### config.mk
export PLATFORM = sky130hd
export DESIGN_NAME = jtframe_sdram64_arb_flat
export DESIGN_NICKNAME = d
export VERILOG_FILES = /design/src/rtl/jtframe_sdram64_arb_if.sv /design/src/rtl/jtframe_sdram64_arb.sv /design/src/flat_wrapper.sv
export SDC_FILE = /design/constraint.sdc
export NUM_CORES = 1
export LEC_CHECK = 0
export BUFFER_PORTS_ARGS = -buffer_cell sky130_fd_sc_hd__buf_2
export CAP_MARGIN = 20
export CORE_UTILIZATION = 46
export CTS_BUF_LIST = sky130_fd_sc_hd__clkbuf_4 sky130_fd_sc_hd__clkbuf_8
export DETAILED_ROUTE_END_ITERATION = 7
export GPL_TIMING_DRIVEN = 0
export PLACE_DENSITY = 0.92
export SLEW_MARGIN = 25
export SYNTH_ARGS = -nofsm -noshare
export SYNTH_HDL_FRONTEND = slang
export SYNTH_SLANG_ARGS = --single-unit
### constraint.sdc
create_clock -name clk -period 4.1 [get_ports clk]
set_clock_uncertainty 0.2 [all_clocks]
set_input_delay 0 -clock clk [delete_from_list [all_inputs] [get_ports clk]]
set_output_delay 0 -clock clk [all_outputs]
set_load 0.02 [all_outputs]
### src/rtl/jtframe_sdram64_arb_if.sv
`default_nettype none
// ============================================================================
// Module      : jtframe_sdram64_arb_if
// Description : Bundle of the SDRAM command-bus arbiter signals. It carries
//               the refresh and per-bank request/grant lines, the requester
//               cmd/address buses, and the registered SDRAM pins.
//               Optional macro JTFRAME_SDRAM64_ARB_CHECK_EN adds bus_err.
// Revision    : 1.0 - initial release
// ============================================================================
interface jtframe_sdram64_arb_if #(
    parameter int AW = 13
);
    logic            rfsh_br;
    logic            rfsh_bg;
    logic            rfshing;
    logic [3:0]      rfsh_cmd;
    logic [AW-1:0]   rfsh_a;
    logic [3:0]      bank_br;
    logic [3:0]      bank_bg;
    logic [3:0]      bank_busy;
    logic [15:0]     bank_cmd;
    logic [4*AW-1:0] bank_a;
    logic [3:0]      sdram_cmd;
    logic [AW-1:0]   sdram_a;
    logic [1:0]      sdram_ba;
`ifdef JTFRAME_SDRAM64_ARB_CHECK_EN
    logic            bus_err;

    // Arbiter side
    modport slave (
        input  rfsh_br, rfshing, rfsh_cmd, rfsh_a,
        input  bank_br, bank_busy, bank_cmd, bank_a,
        output rfsh_bg, bank_bg, sdram_cmd, sdram_a, sdram_ba, bus_err
    );

    // Requester / pin-consumer side
    modport master (
        output rfsh_br, rfshing, rfsh_cmd, rfsh_a,
        output bank_br, bank_busy, bank_cmd, bank_a,
        input  rfsh_bg, bank_bg, sdram_cmd, sdram_a, sdram_ba, bus_err
    );
`else
    // Arbiter side
    modport slave (
        input  rfsh_br, rfshing, rfsh_cmd, rfsh_a,
        input  bank_br, bank_busy, bank_cmd, bank_a,
        output rfsh_bg, bank_bg, sdram_cmd, sdram_a, sdram_ba
    );

    // Requester / pin-consumer side
    modport master (
        output rfsh_br, rfshing, rfsh_cmd, rfsh_a,
        output bank_br, bank_busy, bank_cmd, bank_a,
        input  rfsh_bg, bank_bg, sdram_cmd, sdram_a, sdram_ba
    );
`endif
endinterface
`default_nettype wire

### src/rtl/jtframe_sdram64_arb.sv
`default_nettype none
// ============================================================================
// Module      : jtframe_sdram64_arb
// Description : SDRAM command-bus arbiter. Grants the bus to the refresh
//               generator (priority, only once all banks are idle) or to one
//               of four bank controllers in round-robin order, and muxes the
//               owner's cmd/address onto registered SDRAM pins.
//               Optional macro JTFRAME_SDRAM64_ARB_CHECK_EN adds a sticky
//               bus_err flag for non-owners driving non-NOP commands.
// Revision    : 1.0 - initial release
// ============================================================================
module jtframe_sdram64_arb #(
    parameter int HF = 1,
    parameter int AW = 13
) (
    input  wire logic             clk,
    input  wire logic             rst_n,
    jtframe_sdram64_arb_if.slave  bus
);

    localparam logic [3:0] c_NOP = 4'b0111;

    typedef enum logic [1:0] {
        ST_IDLE = 2'd0,
        ST_BANK = 2'd1,
        ST_RFSH = 2'd2,
        ST_GAP  = 2'd3
    } state_t;

    state_t        state_q;
    logic [1:0]    owner_q;
    logic [1:0]    ptr_q;
    logic          seen_q;     // rfshing has been high during this RFSH visit
    logic [3:0]    sdram_cmd_q;
    logic [AW-1:0] sdram_a_q;
    logic [1:0]    sdram_ba_q;

    // Per-bank views of the flattened cmd/address buses
    logic [3:0]    w_bank_cmd [4];
    logic [AW-1:0] w_bank_a   [4];

    for (genvar gi = 0; gi < 4; gi++) begin : g_split
        assign w_bank_cmd[gi] = bus.bank_cmd[4*gi +: 4];
        assign w_bank_a[gi]   = bus.bank_a[AW*gi +: AW];
    end

    logic [1:0] w_rr_idx;
    logic       w_rr_hit;
    logic       w_idle;
    logic       w_rfsh_gnt;
    logic       w_bank_gnt;

    // Round-robin search: walk from the farthest candidate back to ptr_q so
    // the request nearest the pointer wins.
    always_comb begin
        w_rr_idx = ptr_q;
        w_rr_hit = 1'b0;
        for (int k = 3; k >= 0; k--) begin
            if (bus.bank_br[ptr_q + 2'(k)]) begin
                w_rr_hit = 1'b1;
                w_rr_idx = ptr_q + 2'(k);
            end
        end
    end

    // Grants are only issued from IDLE and never while reset is applied.
    // A pending refresh request blocks bank grants so the banks drain.
    assign w_idle     = (state_q == ST_IDLE) && rst_n;
    assign w_rfsh_gnt = w_idle && bus.rfsh_br && (bus.bank_busy == 4'b0000);
    assign w_bank_gnt = w_idle && !bus.rfsh_br && w_rr_hit;

    assign bus.rfsh_bg   = w_rfsh_gnt;
    assign bus.bank_bg   = w_bank_gnt ? (4'b0001 << w_rr_idx) : 4'b0000;
    assign bus.sdram_cmd = sdram_cmd_q;
    assign bus.sdram_a   = sdram_a_q;
    assign bus.sdram_ba  = sdram_ba_q;

    // Ownership FSM plus the registered pin mux driven by the current owner
    always_ff @(posedge clk) begin
        if (!rst_n) begin
            state_q     <= ST_IDLE;
            owner_q     <= 2'd0;
            ptr_q       <= 2'd0;
            seen_q      <= 1'b0;
            sdram_cmd_q <= c_NOP;
            sdram_a_q   <= '0;
            sdram_ba_q  <= 2'd0;
        end else begin
            case (state_q)
                ST_IDLE: begin
                    if (w_rfsh_gnt) begin
                        state_q <= ST_RFSH;
                        seen_q  <= 1'b0;
                    end else if (w_bank_gnt) begin
                        state_q <= ST_BANK;
                        owner_q <= w_rr_idx;
                        ptr_q   <= w_rr_idx + 2'd1;
                    end
                end
                ST_BANK: begin
                    state_q <= (HF != 0) ? ST_GAP : ST_IDLE;
                end
                ST_RFSH: begin
                    // Leave only on a falling rfshing, not on a late start
                    if (bus.rfshing) begin
                        seen_q <= 1'b1;
                    end else if (seen_q) begin
                        state_q <= ST_IDLE;
                    end
                end
                default: begin
                    state_q <= ST_IDLE;
                end
            endcase

            case (state_q)
                ST_RFSH: begin
                    sdram_cmd_q <= bus.rfsh_cmd;
                    sdram_a_q   <= bus.rfsh_a;
                    sdram_ba_q  <= 2'd0;
                end
                ST_BANK: begin
                    sdram_cmd_q <= w_bank_cmd[owner_q];
                    sdram_a_q   <= w_bank_a[owner_q];
                    sdram_ba_q  <= owner_q;
                end
                default: begin
                    sdram_cmd_q <= c_NOP;
                end
            endcase
        end
    end

`ifdef JTFRAME_SDRAM64_ARB_CHECK_EN
    logic bus_err_q;
    logic w_err;

    // Any requester that is not the current owner must hold NOP
    always_comb begin
        w_err = (state_q != ST_RFSH) && (bus.rfsh_cmd != c_NOP);
        for (int j = 0; j < 4; j++) begin
            if ((w_bank_cmd[j] != c_NOP) &&
                !((state_q == ST_BANK) && (owner_q == 2'(j)))) begin
                w_err = 1'b1;
            end
        end
    end

    // Sticky error flag, cleared only by reset
    always_ff @(posedge clk) begin
        if (!rst_n) begin
            bus_err_q <= 1'b0;
        end else if (w_err) begin
            bus_err_q <= 1'b1;
        end
    end

    assign bus.bus_err = bus_err_q;
`endif

endmodule
`default_nettype wire

### src/flat_wrapper.sv
// flat-port wrapper written by rule: the top's interface ports become plain ports
module jtframe_sdram64_arb_flat 
#(
    parameter int HF = 1,
    parameter int AW = 13
)
  (clk, rst_n, bus_rfsh_br, bus_rfshing, bus_rfsh_cmd, bus_rfsh_a, bus_bank_br, bus_bank_busy, bus_bank_cmd, bus_bank_a, bus_rfsh_bg, bus_bank_bg, bus_sdram_cmd, bus_sdram_a, bus_sdram_ba);
  jtframe_sdram64_arb_if #(.AW(AW)) bus_i ();
  input  wire logic clk;
  input  wire logic rst_n;
  input wire logic [$bits(bus_i.rfsh_br)-1:0] bus_rfsh_br;
  input wire logic [$bits(bus_i.rfshing)-1:0] bus_rfshing;
  input wire logic [$bits(bus_i.rfsh_cmd)-1:0] bus_rfsh_cmd;
  input wire logic [$bits(bus_i.rfsh_a)-1:0] bus_rfsh_a;
  input wire logic [$bits(bus_i.bank_br)-1:0] bus_bank_br;
  input wire logic [$bits(bus_i.bank_busy)-1:0] bus_bank_busy;
  input wire logic [$bits(bus_i.bank_cmd)-1:0] bus_bank_cmd;
  input wire logic [$bits(bus_i.bank_a)-1:0] bus_bank_a;
  output wire logic [$bits(bus_i.rfsh_bg)-1:0] bus_rfsh_bg;
  output wire logic [$bits(bus_i.bank_bg)-1:0] bus_bank_bg;
  output wire logic [$bits(bus_i.sdram_cmd)-1:0] bus_sdram_cmd;
  output wire logic [$bits(bus_i.sdram_a)-1:0] bus_sdram_a;
  output wire logic [$bits(bus_i.sdram_ba)-1:0] bus_sdram_ba;
  assign bus_i.rfsh_br = bus_rfsh_br;
  assign bus_i.rfshing = bus_rfshing;
  assign bus_i.rfsh_cmd = bus_rfsh_cmd;
  assign bus_i.rfsh_a = bus_rfsh_a;
  assign bus_i.bank_br = bus_bank_br;
  assign bus_i.bank_busy = bus_bank_busy;
  assign bus_i.bank_cmd = bus_bank_cmd;
  assign bus_i.bank_a = bus_bank_a;
  assign bus_rfsh_bg = bus_i.rfsh_bg;
  assign bus_bank_bg = bus_i.bank_bg;
  assign bus_sdram_cmd = bus_i.sdram_cmd;
  assign bus_sdram_a = bus_i.sdram_a;
  assign bus_sdram_ba = bus_i.sdram_ba;
  jtframe_sdram64_arb #(.HF(HF), .AW(AW)) u_core (.clk(clk), .rst_n(rst_n), .bus(bus_i));
endmodule
# Word-level counts from Yosys, hierarchy flattened
# Index checks and enable logic that the tools add are counted.
[word_totals] output_inout_bits=24 reg_bits=26 in_bits=97 elab_cells=73
[classes] n_shift=1 mux=34 order_cmp=5 n_eq_ne=7 bitwise=2 reduce_logical=13 addsub=4
[ops] op="$bmux 13 s2" count=1
[ops] op="$mux 13" count=2
[ops] op="$pmux 13 s2" count=1
[ops] op="$mux 2" count=8
[ops] op="$lt 2x3->1 const B" count=4
[ops] op="$mux 4" count=3
[ops] op="$mux 1" count=10
[ops] op="$reduce_and 3->1" count=3
[ops] op="$bmux 1 s2" count=4
[ops] op="$bmux 4 s2" count=1
[ops] op="$pmux 4 s2" count=1
[ops] op="$ne 2x2->1 const B" count=3
[ops] op="$pmux 2 s3" count=1
[ops] op="$logic_and 1x1->1" count=5
[ops] op="$add 2x1->2 const B" count=2
[ops] op="$add 2x2->2 const B" count=2
[ops] op="$logic_not 4->1" count=1
[ops] op="$pmux 2 s2" count=1
[ops] op="$reduce_bool 2->1" count=2
[ops] op="$shl 1x2->4 const A" count=1
[ops] op="$ge 3x3->1 const B" count=1
[ops] op="$ne 3x2->1 const B" count=1
[ops] op="$not 2->3" count=1
[ops] op="$eq 2x1->1 const B" count=1
[ops] op="6 further kinds" count=6

# Depth between registers and ports, before layout
[depth] depth_word=11 mapped_depth=7 depth_no_buf=7

# Least setup slack after synthesis
# OpenSTA, ideal clock, no wires.
[synth_timing] path_type="register to register" start="register u_core.state_q[1]" end="register u_core.state_q[1]" setup_time_ns=0.060 stages_incl_launch_ff=7 period_less_slack_ns=1.761 required_time_ns=3.840 setup_slack_ns=2.339 t_arrival_ns=1.500 n_path_buf=0 cell_sequence="dfxtp_1 -> inv_1 -> ha_1 -> nand4b_1 -> or4_1 -> inv_1 -> o221a_1"
[synth_via] elab_chain_len=6 elab_cells_between_ends=14 cone_classes="eq/ne: 5; mux: 2; reduce/logical: 7"
[synth_rtl] element="start: declaration" line_no="jtframe_sdram64_arb.sv:30" source="state_t state_q;"
[synth_rtl] element="start signal: assignment" line_no="jtframe_sdram64_arb.sv:101" source="state_q <= (HF != 0) ? ST_GAP : ST_IDLE;"
[synth_rtl] element="$logic_not 2->1 *" line_no="jtframe_sdram64_arb.sv:68" source="assign w_idle = (state_q == ST_IDLE) && rst_n;"
[synth_rtl] element="$logic_and 1x1->1 *" line_no="jtframe_sdram64_arb.sv:68"
[synth_rtl] element="$logic_and 1x1->1 * (2 in series)" line_no="jtframe_sdram64_arb.sv:69" source="assign w_rfsh_gnt = w_idle && bus.rfsh_br && (bus.bank_busy == 4'b0000);"
[synth_rtl] element="via bus_rfsh_bg" line_no="flat_wrapper.sv:19" source="output wire logic [$bits(bus_i.rfsh_bg)-1:0] bus_rfsh_bg;"
[synth_rtl] element="$ne 3x2->1 (no line) / $mux 2 (equally long branches)"
[synth_rtl] element="$reduce_and 3->1 (no line) / $pmux 2 s3 (equally long branches)"
# The timed path passes the listed nets; every way through them passes the cells marked *.
# A chain may end at the register's enable or synchronous reset.

# Final worst setup path
[layout_timing] start="register u_core.state_q[1]" end="register u_core.sdram_a_q[10] (netlist: u_core.bus.sdram_a[10])"
[layout_via] elab_chain_len=2 elab_cells_between_ends=4 cone_classes="eq/ne: 2; mux: 1; reduce/logical: 1"
[layout_rtl] element="$eq 2x1->1 / $eq 2x2->1 (equally long branches)" line_no="jtframe_sdram64_arb.sv:116" source="case (state_q)"
[layout_rtl] element="$pmux 13 s2 / $reduce_bool 2->1 (equally long branches)"
[layout_rtl] element="end signal: assignment" line_no="jtframe_sdram64_arb.sv:119" source="sdram_a_q <= bus.rfsh_a;"
[layout_rtl] element="end signal: assignment" line_no="jtframe_sdram64_arb.sv:124" source="sdram_a_q <= w_bank_a[owner_q];"
[layout_rtl] element="end: declaration" line_no="jtframe_sdram64_arb.sv:35" source="logic [AW-1:0] sdram_a_q;"
# Several ways; a longest one is shown, not always the timed one.

==> impl_metrics.py <==
metrics = {
    "place": {
        "routability_driven_placement_congestion_ratio": 0.8252,
        "placed_cells_incl_taps": 330,
        "quantity_of_i_o_buffers_inserted_on_ports": 120,
        "post-dp-hpwl_mm": 4.084,
    },
    "floorplan": {
        "num_rows": 21,
        "coreArea_sq_mm": 0.003468,
        "floorplan.die.height_um": 63.42,
        "io_pins": 121,
        "die_area_sq_mm": 0.004022,
        "die_span_in_x_um": 63.42,
        "floorplan.initialDensity_pct": 50.04,
    },
    "synthesis": {
        "ys_ff_latch": 26,
        "synthXorXnorAreaFrac_pct": 0,
        "synth_cells": 164,
        "synth_warnings": 0,
        "synth_compound_area_share_pct": 18.46,
        "synth.area.top_cells": "dfxtp_1 30%, mux4_2 14%, mux4_1 9.1%",
        "postSynth.asyncResetShare_pct": 0,
        "synth.cell_area_sq_mm": 0.001735,
        "fraction_of_synthesized_area_in_multiplexers_pct": 32.01,
        "synth_area_leader_cell": "dfxtp_1",
        "yosys.cell_types.count": 36,
        "synth_enable_flop_cells": 0,
        "syn-num-nets": 268,
        "area_share_of_fa_ha_maj_cells_after_synthesis_pct": 5.047,
        "largest_family_of_logic_cells_by_synthesized_area": "multiplexers",
        "synthSimpleGateAreaFrac_pct": 8.075,
        "synth_sequential_area_ratio_pct": 29.99,
        "syn_area_per_cell_sq_um": 10.58,
        "synth_top_area_share_pct": 29.99,
        "synthFlopType": "dfxtp_1",
    },
    "final_layout": {
        "area_growth_syn_to_layout_pct": 59.55,
        "stdcell_count": 366,
        "final_layout_size_suffix_gt1_share_pct": 45.31,
        "num_antenna_cells": 0,
        "mostFrequentLayoutCell": "buf_2",
        "num-nets-final": 425,
        "final_cell_mix": "124 x buf_2, 32 x dlygate4sd3_1, 26 x dfxtp_1",
    },
    "sta": {
        "period_needed_ns": 2.535,
        "max_slew.worst_pin.slew_ns": 0.4420,
        "slew_headroom_pct": 70.31,
        "rsz0062_at_grt": "false",
        "min_period_over_period_pct": 61.84,
        "timing.final.setup_violations": 0,
        "max_clock_freq_mhz": 394.4,
        "finalMaxSlewViolations": 0,
        "hold_viol_final": 0,
        "setup_total_negative_slack_ns": 0,
    },
    "global_routing": {
        "number_of_antenna_violations_at_the_first_check_in_global_routing": 0,
        "grt_max_degree": 15,
        "grt_overflow": 0,
        "vias_in_the_first_global_route": 2026,
        "first_pass_grt_wire_length_mm": 8.997,
        "groute.usage.overall_pct": 28.90,
    },
    "worst_setup_path": {
        "worstSetupPathType": "reg -> reg",
        "path_cells": "inv_1, ha_1, clkbuf_1, clkbuf_1, a21oi_1, dlygate4sd3_1",
        "crit_buf_inv": 4,
        "timing.critical_path.mode_cell": "clkbuf_1",
        "critical_path.max_fanout": 10,
        "timing.rr.end": "u_core.bus.sdram_a[10]",
        "r2r_setup_slack_ns": 1.56,
        "critical-path-top-delay-family": "buffers and inverters",
        "critical_path.max_stage_delay_ns": 0.59,
        "rr_worst_depth": 6,
        "timing.critical_path.required_ns": 4.06,
        "critical-path-slowest-cell": "dlygate4sd3_1",
        "critPathCaptureType": "flop",
        "crit_path_start_kind": "flop",
        "reg2reg_from": "u_core.state_q[1]",
        "crit_arrival_ns": 2.50,
    },
    "drt": {
        "routed_wl_mm": 5.751,
        "post_detailed_route_drc_marker_count": 0,
        "dr_total_vias": 2022,
        "average_vias_per_placed_instance": 5.525,
        "drt_first_iter_violations": 122,
        "firstDrtPassIters": 4,
        "routedWlPerCell_um": 15.71,
        "route.antenna.remaining_nets": 0,
    },
    "power_and_ir_drop": {
        "p_per_area_mw_per_mm2": 433.3,
        "ir_drop_mv": 0.2942,
        "power.leakage_uw": 0.001304,
    },
    "outcome": {
        "status": "finished, final reports clean",
    },
    "cts": {
        "cts_hold_buffers": 32,
        "cts_num_sinks": 26,
        "cts_tree": "done",
        "clock_tree.buffer_depth": 2,
        "cts.clk_slew.worst_paths_ns": 0.10,
        "ctsRootBufferMaster": "clkbuf_8",
        "cts_resized": 0,
        "postCtsSetupBuffers": 0,
        "worstSkewPairLatency_ns": 0.27,
        "cts_made_buffers": 3,
        "htree_num_levels": 1,
    },
    "job": {
        "maxCapViolCount": 0,
    },
    "min_path": {
        "worstHoldEndpoint": "u_core.state_q[0]",
        "min_path_cells": 4,
        "holdCritStartpoint": "bus_bank_busy[3]",
        "worst_hold_path_type": "in -> reg",
    },
}
==> metrics by stage <==
step,setup slack (ns),area (sq um),power (uW),util (%),hold slack (ns)
2_1_floorplan,2.339,1735,771.7,-,-0.05613
3_3_place_gp,2.205,2394,932.2,69.01,0.03097
3_5_place_dp,2.179,2394,957.2,69.01,0.03822
4_1_cts,1.612,2769,1189,79.83,0.0007317
5_1_grt,1.393,2769,1275,79.83,0.01798
6_report,1.565,2769,1200,79.83,0.01287
==> cells by family (layout without fill, tap and decap cells) <==
| group | count (synthesis) | after routing |
|---|---|---|
| flip-flops | 26 | 26 |
| AND/OR/NAND/NOR | 26 | 26 |
| multiplexers | 32 | 32 |
| AO/OA/AOI/OAI | 53 | 53 |
| adder cells (fa/ha/maj) | 7 | 7 |
| buffers and inverters | 20 | 176 |
==> worst min-delay path: cells and delay by family <==
kind | cells | cell delay, ns
buf+inv | 1 | 0.10
compound gates | 3 | 0.34
==> per-layer routing <==
metal	global-route usage (%)	share of wire, %
met1	29.28	36
met2	57.05	55
met3	6.341	6.5
met4	9.091	2.0
met5	0	0
==> report_power, final <==
part           internal, uW  leakage, uW  total, uW  switching, uW
Clock                  85.9    0.0000288        169           82.9
Combinational           321      0.00106        682            361
Sequential              318     0.000213        349           30.9
==> flip-flops by register name, summed over array words and instances, names as in the netlist <==
register,flops
u_core.bus.sdram_a,13
u_core.bus.sdram_ba,2
u_core.bus.sdram_cmd,4
u_core.owner_q,2
u_core.ptr_q,2
u_core.seen_q,1
u_core.state_q,2
==> cell usage after synthesis, types with 2 or more instances <==
master and count:
dfxtp_1 26, a21oi_1 22, o21ai_0 18, mux2i_1 15, mux4_2 11, ha_1 7
inv_1 7, mux4_1 6, and2_1 4, buf_2 4, nand2_1 4, nor2_1 4
a221o_1 3, clkbuf_1 3, nand2b_1 3, nor2b_1 3, nor3_1 3, buf_4 2
nand3_1 2
==> worst max path at each step <==
stage,start,end,slack (ns),cells past startpoint
6_report,u_core.state_q[1],u_core.bus.sdram_a[10],1.56,6
3_5_place_dp,u_core.state_q[1],u_core.bus.sdram_a[9],2.18,5
5_1_grt,u_core.state_q[1],u_core.owner_q[0],1.39,8
2_1_floorplan,u_core.state_q[1],u_core.state_q[1],2.34,6
4_1_cts,u_core.state_q[1],u_core.bus.sdram_a[9],1.61,6
3_3_place_gp,u_core.state_q[1],u_core.bus.sdram_a[9],2.21,5
==> final cells by class <==
class	count	area, sq um
multi-input combinational	118	1104
buffer	12	81.33
inverter	8	30.03
tap	46	57.56
timing repair buffer	152	920.9
clock buffer	4	55.05
fill	254	699.4
sequential	26	520.5
No activity file was read; power rests on OpenSTA's default activity.
